File: src/rtl/sst_xfer_seq.sv
// rtl/sst_xfer_seq.sv - save-state transfer sequencer
// Streams the SST window out for a save or writes a stream back for a load.
module sst_xfer_seq #(
  parameter int          XFER_LEN = 2048,
  parameter logic [12:0] RO_LO    = 13'h080,
  parameter logic [12:0] RO_HI    = 13'h1FF
) (
  input  logic        clk,
  input  logic        sys_rst_n,
  input  logic        cmd_start,
  input  logic        cmd_dir,
  input  logic        cmd_abort,
  output logic        cmd_busy,
  output logic        cmd_done,
  input  logic        cpu_req,
  output logic        cpu_gnt,
  output logic [12:0] sst_addr,
  output logic        sst_rd,
  output logic        sst_we,
  output logic [7:0]  sst_wdat,
  input  logic [7:0]  sst_rdat,
  output logic [7:0]  tx_dat,
  output logic        tx_vld,
  input  logic        tx_rdy,
  input  logic [7:0]  rx_dat,
  input  logic        rx_vld,
  output logic        rx_rdy,
  output logic [11:0] byte_cnt,
  output logic [7:0]  csum
);

  typedef enum logic [2:0] {
    S_IDLE, S_RD, S_CAP, S_TX, S_RX, S_WR, S_DONE
  } state_t;

  state_t      state, state_nxt;
  logic [11:0] cnt_q, cnt_nxt;
  logic [7:0]  csum_q, csum_nxt;
  logic [7:0]  txd_q, txd_nxt;
  logic [7:0]  wd_q, wd_nxt;
  logic        rd_en, we_en;
  logic        last_byte, ro_addr;

  assign cmd_busy  = (state != S_IDLE);
  assign cmd_done  = (state == S_DONE);
  assign tx_vld    = (state == S_TX);
  assign rx_rdy    = (state == S_RX);
  assign cpu_gnt   = cpu_req;
  assign sst_addr  = cmd_busy ? {2'b00, cnt_q[10:0]} : 13'd0;
  assign sst_rd    = rd_en;
  assign sst_we    = we_en;
  assign sst_wdat  = wd_q;
  assign tx_dat    = txd_q;
  assign byte_cnt  = cnt_q;
  assign csum      = csum_q;
  assign last_byte = ((cnt_q + 12'd1) == 12'(XFER_LEN));
  assign ro_addr   = (sst_addr >= RO_LO) && (sst_addr <= RO_HI);

  always_comb begin
    state_nxt = state;
    cnt_nxt   = cnt_q;
    csum_nxt  = csum_q;
    txd_nxt   = txd_q;
    wd_nxt    = wd_q;
    rd_en     = 1'b0;
    we_en     = 1'b0;
    // Abort beats any handshake or strobe in the same cycle.
    if (cmd_busy && cmd_abort) begin
      state_nxt = S_IDLE;
    end else begin
      case (state)
        S_IDLE: begin
          if (cmd_start) begin
            cnt_nxt   = 12'd0;
            csum_nxt  = 8'd0;
            state_nxt = cmd_dir ? S_RX : S_RD;
          end
        end
        S_RD: begin
          if (!cpu_req) begin
            rd_en     = 1'b1;
            state_nxt = S_CAP;
          end
        end
        S_CAP: begin
          txd_nxt   = sst_rdat;
          state_nxt = S_TX;
        end
        S_TX: begin
          if (tx_rdy) begin
            csum_nxt  = csum_q + txd_q;
            cnt_nxt   = cnt_q + 12'd1;
            state_nxt = last_byte ? S_DONE : S_RD;
          end
        end
        S_RX: begin
          if (rx_vld) begin
            wd_nxt    = rx_dat;
            csum_nxt  = csum_q + rx_dat;
            state_nxt = S_WR;
          end
        end
        S_WR: begin
          if (!cpu_req) begin
            we_en     = !ro_addr;
            cnt_nxt   = cnt_q + 12'd1;
            state_nxt = last_byte ? S_DONE : S_RX;
          end
        end
        S_DONE:  state_nxt = S_IDLE;
        default: state_nxt = S_IDLE;
      endcase
    end
  end

  always_ff @(posedge clk or negedge sys_rst_n) begin
    if (!sys_rst_n) begin
      state  <= S_IDLE;
      cnt_q  <= 12'd0;
      csum_q <= 8'd0;
      txd_q  <= 8'd0;
      wd_q   <= 8'd0;
    end else begin
      state  <= state_nxt;
      cnt_q  <= cnt_nxt;
      csum_q <= csum_nxt;
      txd_q  <= txd_nxt;
      wd_q   <= wd_nxt;
    end
  end

endmodule

File: config.mk
export PLATFORM = sky130hd
export DESIGN_NAME = sst_xfer_seq
export DESIGN_NICKNAME = d
export VERILOG_FILES = /design/src/rtl/sst_xfer_seq.sv
export SDC_FILE = /design/constraint.sdc
export NUM_CORES = 1
export LEC_CHECK = 0
export BUFFER_PORTS_ARGS = -buffer_cell sky130_fd_sc_hd__buf_2
export CAP_MARGIN = 20
export CORE_MARGIN = 2
export CORE_UTILIZATION = 50
export CTS_BUF_LIST = sky130_fd_sc_hd__clkbuf_8 sky130_fd_sc_hd__clkbuf_16
export CTS_CLUSTER_DIAMETER = 60
export DETAILED_ROUTE_END_ITERATION = 6
export PLACE_DENSITY = 0.9
export SETUP_SLACK_MARGIN = 0.05
export SLEW_MARGIN = 10
export SYNTH_ARGS = -nofsm -noshare
export SYNTH_HDL_FRONTEND = slang
export SYNTH_SLANG_ARGS = --single-unit
File: constraint.sdc
create_clock -name clk -period 3.6 [get_ports clk]
set_clock_uncertainty 0.1 [all_clocks]
set_input_delay 0 -clock clk [delete_from_list [all_inputs] [get_ports clk]]
set_output_delay 0 -clock clk [all_outputs]
set_load 0.01 [all_outputs]
### After elaboration in Yosys (flattened, before gate mapping)

Cells that the tools add are included.

* bits in registers: 39
* output and inout port bits: 56
* word-level logic and storage cells: 64

* $add $sub $neg: 3
* order comparisons: 2
* eq/ne operators: 16
* mux-type cells: 25
* bitwise logic cells: 1
* reductions and logical operators: 12

Operators by type and width (number)
* $mux 12: 3
* $pmux 12 s3: 1
* $mux 3: 8
* $mux 8: 3
* $pmux 8 s3: 1
* $pmux 3 s6: 1
* $add 8x8->8: 2
* $reduce_and 5->1: 3
* $add 12x1->12 const B: 1
* $eq 12x12->1 const B: 1
* $ge 11x8->1 const B: 1
* $le 11x9->1 const B: 1
* $mux 11: 1
* $eq 3x3->1 const B: 3
* $ne 3x3->1 const B: 3
* $reduce_bool 3->1: 3
* $eq 3x2->1 const B: 2
* $mux 1: 6
* $ne 2x2->1 const B: 3
* $eq 3x1->1 const B: 1
* $logic_not 3->1: 1
* $ne 3x1->1 const B: 1
* $ne 3x2->1 const B: 1
* $reduce_and 3->1: 1
* 6 further kinds: 7

### Depth between registers and ports, before layout

Gate-level depths: netlist (run 1).

* word-level depth: 8
* depth in mapped cells: 14

### Worst setup path before layout (run 1)

OpenSTA, ideal clock, no wires.

* kind: register to register
* start: register state[2]
* end: register csum_q[7] (netlist: csum[7])
* library setup time: 0.104 ns
* data arrival time: 2.486 ns
* required time: 3.396 ns
* setup slack: 0.910 ns
* cell stages (with the launch flop): 12
* period minus slack after synthesis: 2.690 ns
* cells stage by stage: dfrtp_1 buf_2 nand2b_1 nor2_1 buf_4 mux2_2 ha_1 and3_1 a22oi_1 a21oi_1 xor2_1 o311ai_1

* elaborated cells between the ends (all ways): 12

RTL lines
* start, declared: RTL line 36 `state_t state, state_nxt;`
* start signal, assigned: RTL line 124 `state <= state_nxt;`
* $eq 3x3->1 (*)
* net rx_rdy: RTL line 27 `output logic rx_rdy,`
* $ne 2x2->1 (no source line) / $reduce_bool 3->1 (equally long branches)
* $reduce_and 5->1 (no source line)
* end signal, assigned: RTL line 126 `csum_q <= csum_nxt;`
* end, declared: RTL line 38 `logic [7:0] csum_q, csum_nxt;`

Mark *: on every way through the listed nets, which the timed path passes. The rest lies on a longest branch.
A chain may end at the register's enable or synchronous reset.

### Final worst setup path (run 1)

* start: register state[1]
* end: register csum_q[7] (netlist: csum[7])

* longest elaborated chain between the ends: 4
* elaborated cells between the ends (all ways): 12

RTL lines
* parallel branches: the longest is 4 deep, another holds $reduce_and 5->1

Parallel ways; which one is timed is not known.

==> out/results.txt, run 1 <==
outcome - finished, final reports clean
Top delay family on crit path - compound AO/OA/AOI/OAI gates
Core Rows - 25
Period minus WS final - 3000 ps
Layout Utilization - 66.2%
Hold Path Class - input port to flop
worst-margin pin slew - 909 ps
WS Path Type - flop to flop
placed cells - 373
Peak VDD IR - 0.290 mV
Die W - 72.7 um
ranking of synthesized cells by area - dfrtp_1 (41%), mux2_2 (11%), o21ai_0 (5.7%)
DIE HEIGHT - 72.7 um
met1 Track Usage GR - 26.5%
register bit total from synthesis - 39
met3 Use GR - 5.66%
Yosys top cell by area - dfrtp_1
antenna fix cells - 0
Place WS - 673 ps
post-detail-place hpwl - 4500 um
Congestion Overflow GR - 0
final-report setup violation count - 0
htree depth - 2
post-DR wirelength/cell - 16.0 um
Sink Count - 39
fmax - 334 MHz
share of flip-flops with an asynchronous set or reset - 100%
Top FF cell, synth - dfrtp_1
gr busiest metal - met2
syn avg cell area - 9.49 um^2
share of cells above drive strength 1 - 33.7%
IO Count - 80
initial drt markers - 102
Clock Path Buffers - 2
static leakage - 0.00154 uW
layout overhead on the synthesized area - 29.7%
post-synth design cell area - 2360 um^2
Final nets - 379
starting density of the core - 51.0%
core area - 4630 um^2
Register Area - 976 um^2
number of synthesized flops with an enable pin - 0
vias in the first global route - 2,162
Pwr Total - 2140 uW
post-synth top area share - 41.3%
RSZ-0062 raised after global routing - no
via count - 2,233
sequential fraction of the synthesis area - 41.3%
WL final - 6410 um
largest fanout on the critical path - 13
Filler Cells Inserted - 387
Reg2Reg Setup Slack - 600 ps
first-pass GRT wire length - 9900 um
yosys warns - 0
count of cell types in the netlist - 45
slowest CP cell - dfrtp_1
CP required - 3690 ps
WP data arrival - 3080 ps
# Max-Cap Violations - 0
die area - 5290 um^2
TNS Setup - 0 ps
pin count of the biggest net entering global routing - 40
Fin. Hold Viols - 0
GP Congestion - 0.905
Cell Pwr Density - 699 nW/um^2
CTS tree - built
Mapped Cells - 249
CP bufs+invs - 1
Port Buffer Count - 77
fin worst setup slack - 602 ps
final cycle utilization of the critical path - 83.3%
Max-Slew Margin vs Limit - 39.2%
met2 Usage GRT - 45.6%
drc violations - 0
Root Buffer - clkbuf_8
Global Route Usage Sum - 24.4%
Worst-path clk slew - 70 ps
final std cells w/o fill - 401
DRT Pass-1 Iters - 4
Post-DRT Antenna Nets - 0
Multi-input gate area - 1290 um^2
Num CTS Buffers - 5
CP cell instances - nand2b_1, nor2_1, buf_4, mux2_2, ha_1, and3_1, a22oi_1, a21oi_1, xor2_1, o311ai_1
Max stage delay on crit path - 500 ps
initial antenna violation count - 0
drt via density - 5.57
worst skew pair latency - 300 ps
post-cts sizing count - 0
pins over their slew limit - 0
startpoint types - flop
Worst setup EP type - flop
[cells by family (layout without fill, tap and decap cells)]
family	Yosys count	count (layout)	share of synthesized area (%)
xor gates and xnor gates	8	8	2.97
buffers and inverters	21	118	4.24
DFF	39	39	41.3
other	1	2	0.159
muxes	24	24	11.4
adders and majority gates	9	9	5.08
and+or+nand+nor	87	87	19.2
AOI/OAI and AO/OA	60	60	15.7
[routing by layer]
layer,wire (um),share of wire [%]
met5,0,0
met1,2520,39
met4,130,2.0
met2,3370,53
met3,393,6.1
[flip-flops by register name, summed over array words and instances (netlist names)]
register  count
state         3
csum          8
sst_wdat      8
tx_dat        8
byte_cnt     12
[area by class of cell]
| cell class | instances | area share, % |
|---|---|---|
| sequential | 39 | 31.8 |
| multi-input combinational | 190 | 42.1 |
| inverter | 10 | 1.22 |
| clock buffer | 5 | 2.25 |
| clock inverter | 3 | 0.531 |
| timing repair buffer | 100 | 19.8 |
| tap | 54 | 2.20 |
[cells in the mapped netlist (3+ instances only)]
library cell,instances
dfrtp_1,39
a21oi_1,6
o21ai_1,3
nor2b_1,15
buf_2,5
nand2_1,18
ha_1,8
a21o_1,4
nand3_1,5
a31oi_1,5
buf_4,4
and3_1,4
xor2_1,4
xnor2_1,4
nand2b_1,6
inv_1,10
mux2_2,23
nor3_1,6
o31ai_1,3
nor2_1,20
o21ai_0,27
[report_power, final]
part / switching, uW / total [uW] / internal, uW
Combinational: 617 / 1120 / 503
Sequential: 148 / 732 / 584
Clock: 157 / 290 / 133
Total: 922 / 2140 / 1220
[worst min-delay path: cells and delay by family]
| family | cells | cell delay [ps] |
|---|---|---|
| and+or+nand+nor | 1 | 150 |
| AOI/OAI and AO/OA | 2 | 130 |
| buffers and inverters | 1 | 150 |
[layout by cell type, fill, tap and decap left out, types with 3 or more instances in the layout]
cell type	instances
and3_1	4
buf_4	3
xor2_1	4
clkbuf_8	5
o31ai_1	3
a31oi_1	5
mux2_2	23
buf_2	77
inv_1	11
o21ai_0	27
ha_1	8
dlygate4sd3_1	20
o21ai_1	3
nor2_1	20
nand2b_1	6
nor2b_1	15
a21oi_1	6
a21o_1	4
xnor2_1	4
nand3_1	5
nor3_1	6
nand2_1	18
dfrtp_1	39
[what timing repair did]
item | in CTS | in global routing
hold endpoints to repair | 57 | 0
hold buffers | 20 | 0
setup buffers | 0 | 0
[through the flow]
stage               cell area, um^2  hold WS [ps]
finish                         3060          79.4
CTS                            3060          51.9
floorplan                      2370          -396
detailed placement             2780          64.2
global route                   3060          95.3
global placement               2780          53.4
[path summary, 6_finish.rpt]
check                                             start                       to  cells after the start
worst min-delay path                          cmd_abort     state[2]$_DFFE_PN0P_                      4
worst max-delay path               state[1]$_DFFE_PN0P_      csum[7]$_DFFE_PN0P_                     10
worst max register to register     state[1]$_DFFE_PN0P_      csum[7]$_DFFE_PN0P_                     10
max in group asynchronous                     sys_rst_n  byte_cnt[7]$_DFFE_PN0P_                      2
min in group asynchronous                     sys_rst_n  byte_cnt[8]$_DFFE_PN0P_                      2
worst min register to register  sst_wdat[6]$_DFFE_PN0P_  sst_wdat[6]$_DFFE_PN0P_                      1
Power figures use the tool's default switching activity.
==> run 2: changes to the inputs <==
- CORE_UTILIZATION: 50 -> 46
- PLACE_DENSITY: 0.9 -> 0.88
- clock period: 3.6 -> 2.6 ns (I/O delays scaled with it)
==> run 2 against run 1 <==
The run now ends with hold timing left. Maximum frequency rose by 18%. Routed wire length rose by 8.8%. Sequential power rose by 39%. Critical path depth fell by 1. Count of clock-buffer cells in the layout rose by 1. Sequential share of layout area fell by 2.4 points. Design area rose by 8.0%. Final cell count rose by 6.5%. Worst hold slack got worse by 82 ps. Largest cell class unchanged. Largest power group unchanged. Highest routed layer unchanged.
==> out/results.txt, run 2 (synthesis results as in run 1) <==
fmax - 392 MHz
Max-Slew Margin vs Limit - 42.4%
antenna fix cells - 0
IO Count - 80
core area - 5040 um^2
CP cell instances - nand2b_4, nor2_4, mux2_2, ha_4, and3_1, a22oi_2, a21oi_2, xor2_1, o311ai_1
RSZ-0062 raised after global routing - yes
slowest CP cell - mux2_2
outcome - finished, violations left
violated checks - hold timing
htree depth - 2
Max stage delay on crit path - 390 ps
initial drt markers - 117
Multi-input gate area - 1410 um^2
Post-DRT Antenna Nets - 0
final-report setup violation count - 0
Global Route Usage Sum - 24.2%
WS Path Type - flop to flop
Worst setup EP type - flop
Sink Count - 39
Cell Pwr Density - 1050 nW/um^2
Top delay family on crit path - compound AO/OA/AOI/OAI gates
drt via density - 5.48
pin count of the biggest net entering global routing - 40
Core Rows - 26
Port Buffer Count - 77
share of cells above drive strength 1 - 39.5%
Root Buffer - clkbuf_8
CP required - 2690 ps
worst-margin pin slew - 863 ps
vias in the first global route - 2,282
startpoint types - flop
layout overhead on the synthesized area - 40.1%
initial antenna violation count - 0
largest fanout on the critical path - 5
commonest non-fill, non-tap cells in the layout - buf_2 (77), dfrtp_1 (39), o21ai_0 (26)
DRT Pass-1 Iters - 4
starting density of the core - 46.8%
Congestion Overflow GR - 0
post-DR wirelength/cell - 16.3 um
Peak VDD IR - 0.490 mV
CTS tree - built
GP Congestion - 0.888
drc violations - 0
WP data arrival - 2640 ps
worst hold slack - -2.54 ps
# Max-Cap Violations - 0
die area - 5720 um^2
Hold Path Class - input port to flop
static leakage - 0.00161 uW
first-pass GRT wire length - 10,400 um
pins over their slew limit - 0
max reg flops - 12
Period minus WS final - 2550 ps
post-detail-place hpwl - 4660 um
via count - 2,338
Fin. Hold Viols - 1
WL final - 6980 um
DIE HEIGHT - 75.7 um
CP bufs+invs - 0
Clock Path Buffers - 2
Register Area - 976 um^2
commonest non-fill, non-tap cell in the layout - buf_2
Num CTS Buffers - 5
Die W - 75.7 um
Final nets - 389
final cycle utilization of the critical path - 98.1%
TNS Setup - 0 ps
Worst-path clk slew - 80 ps
worst skew pair latency - 300 ps
Filler Cells Inserted - 376
[run 2: worst min-delay path: cells and delay by family]
family / cells / cell delay [ps]
compound gates: 1 / 70
buf+inv: 1 / 130
simple gates: 2 / 150
[run 2: where the power goes]
part           switching, uW  leakage [uW]  internal [uW]  total, uW
combinational           1010       0.00104            907       1920
clock                    223     0.0000612            311        534
sequential               207      0.000512            809       1020
[run 2: cell type report]
type	count	area share, %
clock inverters	2	1.06
repair buffers	109	20.5
well taps	70	2.65
multi-input cells	191	42.7
flip-flops and latches	39	29.5
clock buffers	6	2.50
inverters	10	1.13
[run 2: path summary, 6_finish.rpt]
| kind | start | end | slack, ps | cells after the start |
|---|---|---|---|---|
| max in group asynchronous | sys_rst_n | csum[1]$_DFFE_PN0P_ | 1610 | 2 |
| min reg2reg | sst_wdat[4]$_DFFE_PN0P_ | sst_wdat[4]$_DFFE_PN0P_ | 410 | 1 |
| max | state[1]$_DFFE_PN0P_ | csum[7]$_DFFE_PN0P_ | 50 | 9 |
| min | cpu_req | state[1]$_DFFE_PN0P_ | -3 | 4 |
| min in group asynchronous | sys_rst_n | tx_dat[5]$_DFFE_PN0P_ | 250 | 2 |
| max reg2reg | state[1]$_DFFE_PN0P_ | csum[7]$_DFFE_PN0P_ | 50 | 9 |
[run 2: stage by stage]
step	instance area (um^2)	power (uW)	utilization, %	std cells	setup WS [ps]
CTS	3190	3200	63.2	424	38.5
global route	3310	3700	65.6	427	-93.9
finish	3310	3470	65.6	427	50.6
detailed placement	2860	2610	56.7	395	-33.0
floorplan	2390	2040	-	250	68.7
global placement	2860	2540	56.7	395	82.9
[run 2: layer usage]
metal / GRT usage [%] / up-vias / wire, um
met5: 0 / - / 0
met1: 25.8 / 1135 / 2710
met4: 12.7 / 0 / 159
met3: 5.16 / 15 / 403
li1: - / 1094 / -
met2: 44.4 / 94 / 3710
[run 2: timing repair]
item                                   4_1_cts  5_1_grt
buffers inserted                             1        3
hold buffers                                19        0
setup endpoints to repair                    2        3
gates resized for setup                      1       16
pin swaps                                    1        8
endpoints found under the hold margin       57        0
cloned                                       1        0
==> run 3: changes to the inputs <==
- CTS_BUF_LIST: sky130_fd_sc_hd__clkbuf_8 sky130_fd_sc_hd__clkbuf_16 -> sky130_fd_sc_hd__clkbuf_16
==> run 3 against run 2 <==
Clock power increased by 28%. Routed wire length decreased by 0.89%. Combinational power decreased by 2%. Count of clock-buffer cells in the layout decreased by 1. Flip-flop and latch count unchanged. The flow now finishes without violations.
==> out/results.txt, run 3 (synthesis results as in run 1) <==
vias in the first global route - 2,267
antenna fix cells - 0
DIE HEIGHT - 75.7 um
Sink Count - 39
Congestion Overflow GR - 0
outcome - finished, final reports clean
RSZ-0062 raised after global routing - yes
pin count of the biggest net entering global routing - 40
Layout Utilization - 66.3%
met1 WL - 2660 um
Final nets - 389
htree depth - 2
static leakage - 0.00163 uW
commonest non-fill, non-tap cell in the layout - buf_2
Clock Path Buffers - 2
DR top layer - met4
worst skew pair latency - 280 ps
Post-DP Area - 2860 um^2
fmax - 399 MHz
Root Buffer - clkbuf_16
Worst setup EP type - flop
Core Rows - 26
Num CTS Buffers - 5
first-pass GRT wire length - 10,500 um
Pwr Total - 3580 uW
CP required - 2650 ps
placed cells - 395
DRT Pass-1 Iters - 4
final std cells w/o fill - 427
pins over their slew limit - 0
commonest non-fill, non-tap cells in the layout - buf_2 (77), dfrtp_1 (39), o21ai_0 (26)
Die W - 75.7 um
drt via density - 5.46
Global Route Usage Sum - 24.6%
WL final - 6920 um
met3 routed WL - 392 um
worst-margin pin slew - 869 ps
startpoint types - flop
Post-DRT Antenna Nets - 0
Register Area - 976 um^2
GP Congestion - 0.888
starting density of the core - 46.8%
WP data arrival - 2550 ps
core area - 5040 um^2
largest fanout on the critical path - 5
max reg flops - 12
Filler Cells Inserted - 375
initial drt markers - 110
Max-Slew Margin vs Limit - 42.1%
via count - 2,333
Worst-path clk slew - 60 ps
Port Buffer Count - 77
Hold Path Class - input port to flop
Multi-input gate area - 1400 um^2
final-report setup violation count - 0
post-DR wirelength/cell - 16.2 um
drc violations - 0
Peak VDD IR - 0.552 mV
Fin. Hold Viols - 0
die area - 5720 um^2
WS Path Type - flop to flop
Period minus WS final - 2510 ps
post-detail-place hpwl - 4660 um
Final Instance Area - 3340 um^2
IO Count - 80
met2 routed WL - 3670 um
initial antenna violation count - 0
share of cells above drive strength 1 - 38.4%
final cycle utilization of the critical path - 96.4%
CTS tree - built
layout overhead on the synthesized area - 41.6%
Cell Pwr Density - 1070 nW/um^2
# Max-Cap Violations - 0
TNS Setup - 0 ps
-- run 3: changes by cell type in the layout (fill, tap and decap cells not counted) --
cell       delta
nor2_1        +1
clkinv_1      +1
nor2_2        -1
a31oi_2       -1
fa_1          +1
clkbuf_8      -6
a31oi_1       +1
clkbuf_16     +5
fa_2          -1
-- run 3: path summary, 6_finish.rpt --
kind                                         start                      end  slack, ps  depth (start not counted)
setup / recovery              state[1]$_DFFE_PN0P_      csum[6]$_DFFE_PN0P_         90                         12
hold / removal                             cpu_req     state[1]$_DFFE_PN0P_         20                          4
setup reg to reg              state[1]$_DFFE_PN0P_      csum[6]$_DFFE_PN0P_         90                         12
hold reg to reg            sst_wdat[4]$_DFFE_PN0P_  sst_wdat[4]$_DFFE_PN0P_        400                          1
max in group asynchronous                sys_rst_n      csum[1]$_DFFE_PN0P_       1580                          2
min in group asynchronous                sys_rst_n    tx_dat[5]$_DFFE_PN0P_        280                          2
-- run 3: layout make-up --
type	instances	share of cell area, %
multi-input cells	191	41.9
flip-flops and latches	39	29.2
repair buffers	109	20.2
clock buffers	5	3.74
well taps	70	2.62
clock inverters	3	1.16
inverters	10	1.12
-- run 3: power breakdown --
part | internal, uW | switching [uW]
logic | 896 | 982
registers | 811 | 204
clock network | 447 | 236
-- run 3: timing repair --
item,in CTS,in global routing
cloned,1,0
setup buffers,1,3
pin swaps,2,7
endpoints found under the hold margin,57,0
resized for setup,2,12
hold buffers,19,0
setup endpoints to repair,2,2
-- run 3: stage by stage --
| stage | setup slack (ps) | hold slack [ps] |
|---|---|---|
| after floorplan | 68.7 | -396 |
| after global placement | 82.9 | 42.3 |
| after detailed placement | -33.0 | 54.2 |
| after CTS | 37.7 | 25.2 |
| after global routing | -37.4 | 60.2 |
| final | 94.9 | 24.2 |
-- run 3: metal layers --
metal | vias up | global-route usage [%]
li1 | 1096 | -
met1 | 1123 | 27.0
met2 | 97 | 46.7
met3 | 17 | 3.97
met4 | 0 | 10.3
met5 | - | 0
-- run 3: critical path, stage by stage (launching register included) --
cell	delay [ps]
dfrtp_1	380
nand2b_4	180
nor2_4	140
mux2_2	340
ha_1	190
inv_1	70
fa_1	200
nor2b_1	60
o21ai_1	120
nand2b_1	120
a31oi_1	220
xor2_1	160
o21ai_0	90
